==> src/rtl/sprite_ctrl_pkg.sv <==
// rtl/sprite_ctrl_pkg.sv - scan codes, direction/decoder encodings and clamp helper for sprite_move_ctrl
package sprite_ctrl_pkg;

  localparam logic [7:0] KEY_UP    = 8'h75;
  localparam logic [7:0] KEY_DOWN  = 8'h72;
  localparam logic [7:0] KEY_LEFT  = 8'h6B;
  localparam logic [7:0] KEY_RIGHT = 8'h74;
  localparam logic [7:0] KEY_BRK   = 8'hF0;
  localparam logic [7:0] KEY_EXT   = 8'hE0;

  typedef enum logic [1:0] {
    DIR_UP    = 2'd0,
    DIR_DOWN  = 2'd1,
    DIR_LEFT  = 2'd2,
    DIR_RIGHT = 2'd3
  } dir_e;

  typedef enum logic {
    DEC_IDLE = 1'b0,
    DEC_BRK  = 1'b1
  } dec_state_e;

  // Saturating step in 11 bits so neither the add nor the subtract can wrap.
  function automatic logic [9:0] step_clamp(input logic [9:0]  pos,
                                            input logic        inc,
                                            input logic [10:0] step,
                                            input logic [10:0] lim);
    logic [10:0] p;
    logic [10:0] r;
    p = {1'b0, pos};
    if (inc) begin
      r = p + step;
      if (r > lim) r = lim;
    end else begin
      if (p < step) r = '0;
      else          r = p - step;
    end
    return 10'(r);
  endfunction

endpackage

==> src/rtl/cmd_fifo.sv <==
// rtl/cmd_fifo.sv - synchronous FIFO holding queued move commands
module cmd_fifo #(
  parameter int WIDTH = 2,
  parameter int DEPTH = 4
) (
  input  logic                     clk,
  input  logic                     rst,
  input  logic                     push,
  input  logic                     pop,
  input  logic [WIDTH-1:0]         din,
  output logic [WIDTH-1:0]         dout,
  output logic                     full,
  output logic                     empty,
  output logic [$clog2(DEPTH):0]   count
);

  localparam int AW = $clog2(DEPTH);
  localparam logic [AW:0] FULL_CNT = (AW+1)'(DEPTH);

  logic [WIDTH-1:0] mem_q [DEPTH];
  logic [WIDTH-1:0] mem_d [DEPTH];
  logic [AW-1:0]    wr_ptr_q, wr_ptr_d;
  logic [AW-1:0]    rd_ptr_q, rd_ptr_d;
  logic [AW:0]      count_q, count_d;
  logic             do_push, do_pop;

  assign full  = (count_q == FULL_CNT);
  assign empty = (count_q == '0);
  assign dout  = mem_q[rd_ptr_q];
  assign count = count_q;

  // A pop frees the slot in the same cycle, so a push into a full FIFO is accepted alongside it.
  always_comb begin
    do_pop   = pop & ~empty;
    do_push  = push & (~full | do_pop);
    mem_d    = mem_q;
    wr_ptr_d = wr_ptr_q;
    rd_ptr_d = rd_ptr_q;
    count_d  = count_q;
    if (do_push) begin
      mem_d[wr_ptr_q] = din;
      wr_ptr_d        = wr_ptr_q + 1'b1;
    end
    if (do_pop) rd_ptr_d = rd_ptr_q + 1'b1;
    if (do_push && !do_pop) count_d = count_q + 1'b1;
    else if (do_pop && !do_push) count_d = count_q - 1'b1;
  end

  always_ff @(posedge clk) begin
    if (rst) begin
      for (int i = 0; i < DEPTH; i++) mem_q[i] <= '0;
      wr_ptr_q <= '0;
      rd_ptr_q <= '0;
      count_q  <= '0;
    end else begin
      mem_q    <= mem_d;
      wr_ptr_q <= wr_ptr_d;
      rd_ptr_q <= rd_ptr_d;
      count_q  <= count_d;
    end
  end

endmodule

==> src/rtl/sprite_move_ctrl.sv <==
// rtl/sprite_move_ctrl.sv - decodes PS/2 arrow keys and applies one clamped sprite move per frame
module sprite_move_ctrl
  import sprite_ctrl_pkg::*;
#(
  parameter int MOVE_STEP = 10,
  parameter int X_INIT    = 320,
  parameter int Y_INIT    = 240,
  parameter int X_MAX     = 575,
  parameter int Y_MAX     = 431,
  parameter int QDEPTH    = 4
) (
  input  logic                      iVGA_CLK,
  input  logic                      rst,
  input  logic [7:0]                key_in,
  input  logic                      key_en,
  input  logic                      iVS,
  output logic [9:0]                pos_x,
  output logic [9:0]                pos_y,
  output logic                      frame_tick,
  output logic                      cmd_drop,
  output logic [$clog2(QDEPTH):0]   cmd_count
);

  dec_state_e dec_state_q, dec_state_d;
  logic       vs_q, vs_d;
  logic       frame_tick_q, frame_tick_d;
  logic       cmd_drop_q, cmd_drop_d;
  logic [9:0] pos_x_q, pos_x_d;
  logic [9:0] pos_y_q, pos_y_d;

  logic       push, pop;
  dir_e       push_dir;
  logic [1:0] fifo_dout;
  logic       fifo_full, fifo_empty;

  cmd_fifo #(.WIDTH(2), .DEPTH(QDEPTH)) u_fifo (
    .clk   (iVGA_CLK),
    .rst   (rst),
    .push  (push),
    .pop   (pop),
    .din   (push_dir),
    .dout  (fifo_dout),
    .full  (fifo_full),
    .empty (fifo_empty),
    .count (cmd_count)
  );

  always_comb begin
    dec_state_d = dec_state_q;
    push        = 1'b0;
    push_dir    = DIR_UP;
    if (key_en) begin
      case (dec_state_q)
        DEC_IDLE: begin
          case (key_in)
            KEY_BRK:   dec_state_d = DEC_BRK;
            KEY_UP:    begin push = 1'b1; push_dir = DIR_UP;    end
            KEY_DOWN:  begin push = 1'b1; push_dir = DIR_DOWN;  end
            KEY_LEFT:  begin push = 1'b1; push_dir = DIR_LEFT;  end
            KEY_RIGHT: begin push = 1'b1; push_dir = DIR_RIGHT; end
            default:   ;
          endcase
        end
        // The byte after a break code is the released key; it never moves the sprite.
        DEC_BRK: if (key_in != KEY_EXT) dec_state_d = DEC_IDLE;
        default: dec_state_d = DEC_IDLE;
      endcase
    end

    vs_d         = iVS;
    frame_tick_d = vs_q & ~iVS;
    pop          = frame_tick_q & ~fifo_empty;
    cmd_drop_d   = push & fifo_full & ~pop;

    pos_x_d = pos_x_q;
    pos_y_d = pos_y_q;
    if (pop) begin
      case (fifo_dout)
        DIR_UP:    pos_y_d = step_clamp(pos_y_q, 1'b0, 11'(MOVE_STEP), 11'(Y_MAX));
        DIR_DOWN:  pos_y_d = step_clamp(pos_y_q, 1'b1, 11'(MOVE_STEP), 11'(Y_MAX));
        DIR_LEFT:  pos_x_d = step_clamp(pos_x_q, 1'b0, 11'(MOVE_STEP), 11'(X_MAX));
        default:   pos_x_d = step_clamp(pos_x_q, 1'b1, 11'(MOVE_STEP), 11'(X_MAX));
      endcase
    end
  end

  always_ff @(posedge iVGA_CLK) begin
    if (rst) begin
      dec_state_q  <= DEC_IDLE;
      vs_q         <= 1'b1;
      frame_tick_q <= 1'b0;
      cmd_drop_q   <= 1'b0;
      pos_x_q      <= 10'(X_INIT);
      pos_y_q      <= 10'(Y_INIT);
    end else begin
      dec_state_q  <= dec_state_d;
      vs_q         <= vs_d;
      frame_tick_q <= frame_tick_d;
      cmd_drop_q   <= cmd_drop_d;
      pos_x_q      <= pos_x_d;
      pos_y_q      <= pos_y_d;
    end
  end

  assign pos_x      = pos_x_q;
  assign pos_y      = pos_y_q;
  assign frame_tick = frame_tick_q;
  assign cmd_drop   = cmd_drop_q;

endmodule

==> config.mk <==
export PLATFORM = sky130hd
export DESIGN_NAME = sprite_move_ctrl
export DESIGN_NICKNAME = d
export VERILOG_FILES = /design/src/rtl/sprite_ctrl_pkg.sv /design/src/rtl/cmd_fifo.sv /design/src/rtl/sprite_move_ctrl.sv
export SDC_FILE = /design/constraint.sdc
export NUM_CORES = 1
export LEC_CHECK = 0
export CAP_MARGIN = 20
export CORE_MARGIN = 2
export CORE_UTILIZATION = 45
export DETAILED_ROUTE_END_ITERATION = 8
export PLACE_DENSITY = 0.67
export SLEW_MARGIN = 20
export SYNTH_ARGS = -nofsm -noshare
export SYNTH_HDL_FRONTEND = slang
export SYNTH_SLANG_ARGS = --single-unit
==> constraint.sdc <==
create_clock -name iVGA_CLK -period 5.6 [get_ports iVGA_CLK]
set_input_delay 1.4 -clock iVGA_CLK [delete_from_list [all_inputs] [get_ports iVGA_CLK]]
set_output_delay 1.4 -clock iVGA_CLK [all_outputs]
set_load 0.02 [all_outputs]
==> run summary <==
The run finished with clean final reports. For this design the ratio of total power to cell area is 152 nW/um^2. Setup repair after global routing left no endpoint under its margin.

The number of enable flip-flop cells after synthesis was 0; the number of nets in the layout was 406. The worst hold path begins at vs_q$_SDFF_PP1_. Critical-path cell with the highest stage delay: sky130_fd_sc_hd__a211oi_2. The run gives 2 as the maximum root-to-sink buffer count. The tools report the initial antenna violation count as 0. Summed over all layers, the global routing overflow is 0. Setup violations remaining at the end of the flow were counted as 0. The synthesized design contains 39 register bits.

The area share of the leading cell type in the synthesized netlist was 0.275; the total number of vias was 2,760. The relative max-transition margin was 0.309; the share of async-settable or async-resettable flops after synthesis was 0. The most frequent cell after synthesis is sky130_fd_sc_hd__dfxtp_1. Critical path launch point type: an input pin. By area the synthesized netlist is led by sky130_fd_sc_hd__dfxtp_1 (27%), sky130_fd_sc_hd__ha_1 (4.8%), sky130_fd_sc_hd__nor2_1 (4.8%), sky130_fd_sc_hd__o21ai_0 (4.6%), sky130_fd_sc_hd__mux2i_1 (3.9%). CTS placed an instance of sky130_fd_sc_hd__clkbuf_8 at the clock tree root.

The critical path starts at key_in[5]. Dividing the detail-routed wire length by the instance count gives 14.8 um. The tightest min-delay check is of the reg2reg type. For the buffer count from post-CTS setup fixing, the log shows 0. The critical path's most frequent cell was sky130_fd_sc_hd__inv_1. The critical path crosses 12 cells after its start point.

Fill cells in the final layout number 583. The cell family contributing the most delay on the critical path is compound AO/OA/AOI/OAI gates. Clock-pin slew was measured on the worst setup and hold paths at 0.07 ns. The logs give 11,400 um for the global-route wire length before repair and 0.878 for the placer's final routability congestion estimate.

For the number of top-level design ports, the log shows 37. The tool flagged a number of max-cap violations equal to 0. For this run, the leading register cell type out of synthesis is sky130_fd_sc_hd__dfxtp_1. The critical path goes through clkdlybuf4s50_1 > nor4bb_1 > nand3_1 > a211oi_2 > o21ai_0 > inv_1 > ha_1 > inv_1 > fa_1 > xor2_1 > or3_1 > a21oi_1. The measured slew at the worst slew-check pin came out at 1.03 ns.

The number of routed nets with antenna violations is 0, and the post-route clock period utilization is 0.814. In this run, the number of DRC markers left after iteration 0 of detailed routing was 165. Sorting the synthesized cells by how often they occur yields sky130_fd_sc_hd__dfxtp_1 (39), sky130_fd_sc_hd__nor2_1 (36), sky130_fd_sc_hd__o21ai_0 (26). The maximum single-stage delay on the critical path was 0.57 ns.

The count of port buffers added during placement is 36, and the first-pass iteration count of the detailed router is 5. The tools report the worst flop-to-flop path startpoint as dec_state_q$_SDFFE_PP0P_. The die height was 83.5 um.

The summed negative setup slack over all endpoints is 0 ns, and the number of buffers added by the clock tree synthesis step is 5. Compared with the post-synthesis result, the final layout area differs by 14.9%. The die is 83.5 um wide. The logs give 22 for the largest net degree at the start of global routing and 219 MHz for the maximum frequency from static timing analysis. The clock period minus worst slack came out at 4.56 ns.

At the worst endpoint, the required time is 5.82 ns. The die outline area is 6970 um^2, and the global-route usage over all layers is 0.194. After synthesis the cells add up to 2840 um^2.

The fraction of layout instances using a drive strength above 1 is 0.0522. The quantity of gates resized following cts is 0, and the number of pins with negative max-slew slack in the final report is 0. The tools report the number of cell rows as 28. TritonCTS built the clock tree.

STA classifies the critical path endpoint as a flop. For the clock latency of the later-clocked register in the worst-skew pair, the log shows 0.29 ns. In the routed design, unresolved DRC markers number 0. The end point of the critical path was u_fifo.count[2]$_SDFFE_PP0P_. The repair_antennas step left the layout with diodes totalling 0. During synthesis, Yosys emitted a total of 0 warnings. Setup slack on the worst reg-to-reg path comes out at 2.82 ns.

Across all setup checks in the final design, the least slack found is 1.04 ns. The wire-length estimate of the detail-placed layout is 4810 um. The mean area per synthesized cell works out to 7.83 um^2. The run gives 2,432 as the via count of the first global-routing pass. In this run the standard cell core region covers 6030 um^2.

The category of the critical setup timing path is in2reg. The worst clock skew came out at 0.00444 ns. The clock net in this run drives a total of 39 sinks. In this run the worst path has a maximum fanout of 10. The run gives 0 as the count of endpoints failing hold in the final timing report. Synthesis produced a netlist with a net count of 387.

The reported leakage power is 1.19 nW. The arrival time at the worst endpoint is 4.78 ns, and the cell count after synthesis is 363. The endpoint identified for the worst register-to-register timing path is u_fifo.count[2]$_SDFFE_PP0P_.

The minimum hold slack is 0.411 ns. After clock tree synthesis, the flow added hold-fix buffers numbering 0. The initial core utilization came out at 0.472.

Sequential-to-total area share from yosys stat: 0.275. The largest area contributor in the synthesized netlist was sky130_fd_sc_hd__dfxtp_1. In this run the number of H-tree levels came out at 2. The number of cells on the worst reg-to-reg path is 10. Together, buffers and inverters on the worst path number 3. The run gives 6780 um as the total routed wirelength.

Using the TritonRoute via totals, the vias-per-cell ratio works out to 6.03. Before CTS, the worst setup slack after placement is 0.825 ns. Count of unique library cells instantiated by Yosys: 68. The tools report the worst ir drop on vdd as 0.143 mV.
[metal layers]
| metal | track usage | wire length, um |
|---|---|---|
| met4 | 0.0601 | 70 |
| met5 | 0 | 0 |
| met2 | 0.299 | 3080 |
| met3 | 0.0386 | 270 |
| met1 | 0.273 | 3360 |
[sequential cells by signal, summed over array words and instances, names as in the netlist, 2 cells and up]
register         flops
u_fifo.rd_ptr_q      2
u_fifo.count         3
pos_y               10
pos_x               10
u_fifo.mem_q         8
u_fifo.wr_ptr_q      2
[per-stage QoR]
stage	area [um^2]	utilization	cells	power (W)
CTS	3270	0.542	458	0.000506
detailed placement	3190	0.529	450	0.000321
floorplan	2840	-	363	0.000305
global placement	3190	0.529	450	0.000320
global route	3270	0.542	458	0.000522
finish	3270	0.542	458	0.000498
[cell type report]
class | count | area (um^2) | area share
clock buffers | 7 | 76.3 | 0.0234
clock inverters | 1 | 5.00 | 0.00153
inverters | 17 | 63.8 | 0.0195
multi-input cells | 282 | 1880 | 0.575
flip-flops and latches | 39 | 781 | 0.239
well taps | 75 | 93.8 | 0.0287
repair buffers | 37 | 368 | 0.113
[how the worst min path moves through the flow]
stage	slack [ns]	end	depth (start not counted)
final	0.41	frame_tick$_SDFF_PP0_	2
after global routing	0.45	frame_tick$_SDFF_PP0_	2
after CTS	0.41	frame_tick$_SDFF_PP0_	2
after detailed placement	0.41	frame_tick$_SDFF_PP0_	2
after global placement	0.40	frame_tick$_SDFF_PP0_	2
after floorplan	0.39	frame_tick$_SDFF_PP0_	2
[worst register-to-register path, delay by kind of cell (launching register included)]
| family | cells | cell delay (ns) |
|---|---|---|
| buf+inv | 2 | 0.17 |
| compound gates | 3 | 1.05 |
| fa+ha+maj | 2 | 0.55 |
| flops | 1 | 0.31 |
| xor+xnor | 1 | 0.15 |
| simple gates | 2 | 0.49 |
[placed cells by master, fill, tap and decap left out, drive strengths merged, types with 5 or more instances in the layout]
| cell | count |
|---|---|
| clkbuf | 7 |
| o211ai | 6 |
| o22ai | 5 |
| ha | 11 |
| clkdlybuf4s50 | 36 |
| nand3 | 14 |
| a31oi | 6 |
| dfxtp | 39 |
| a21oi | 23 |
| nand2 | 23 |
| xnor2 | 7 |
| inv | 17 |
| nor2b | 7 |
| or3 | 6 |
| mux2i | 11 |
| nand2b | 6 |
| a221oi | 6 |
| nor3 | 16 |
| nor2 | 36 |
| o21ai | 27 |
[report_power, final]
group          switching, W  internal, W  leakage [nW]   total, W
combinational     0.0000168    0.0000157         0.835  0.0000325
sequential       0.00000302     0.000279         0.315   0.000282
clock             0.0000954    0.0000874        0.0422   0.000183
[kinds of logic after synthesis]
group	count (synthesis)	synth area share
multiplexers	14	0.0598
flip-flops	39	0.275
adder cells (fa/ha/maj)	12	0.0554
AO/OA/AOI/OAI	110	0.263
AND/OR/NAND/NOR	135	0.249
XOR/XNOR	11	0.0339
buffers and inverters	42	0.0647
(Power assumes the default switching activity.)
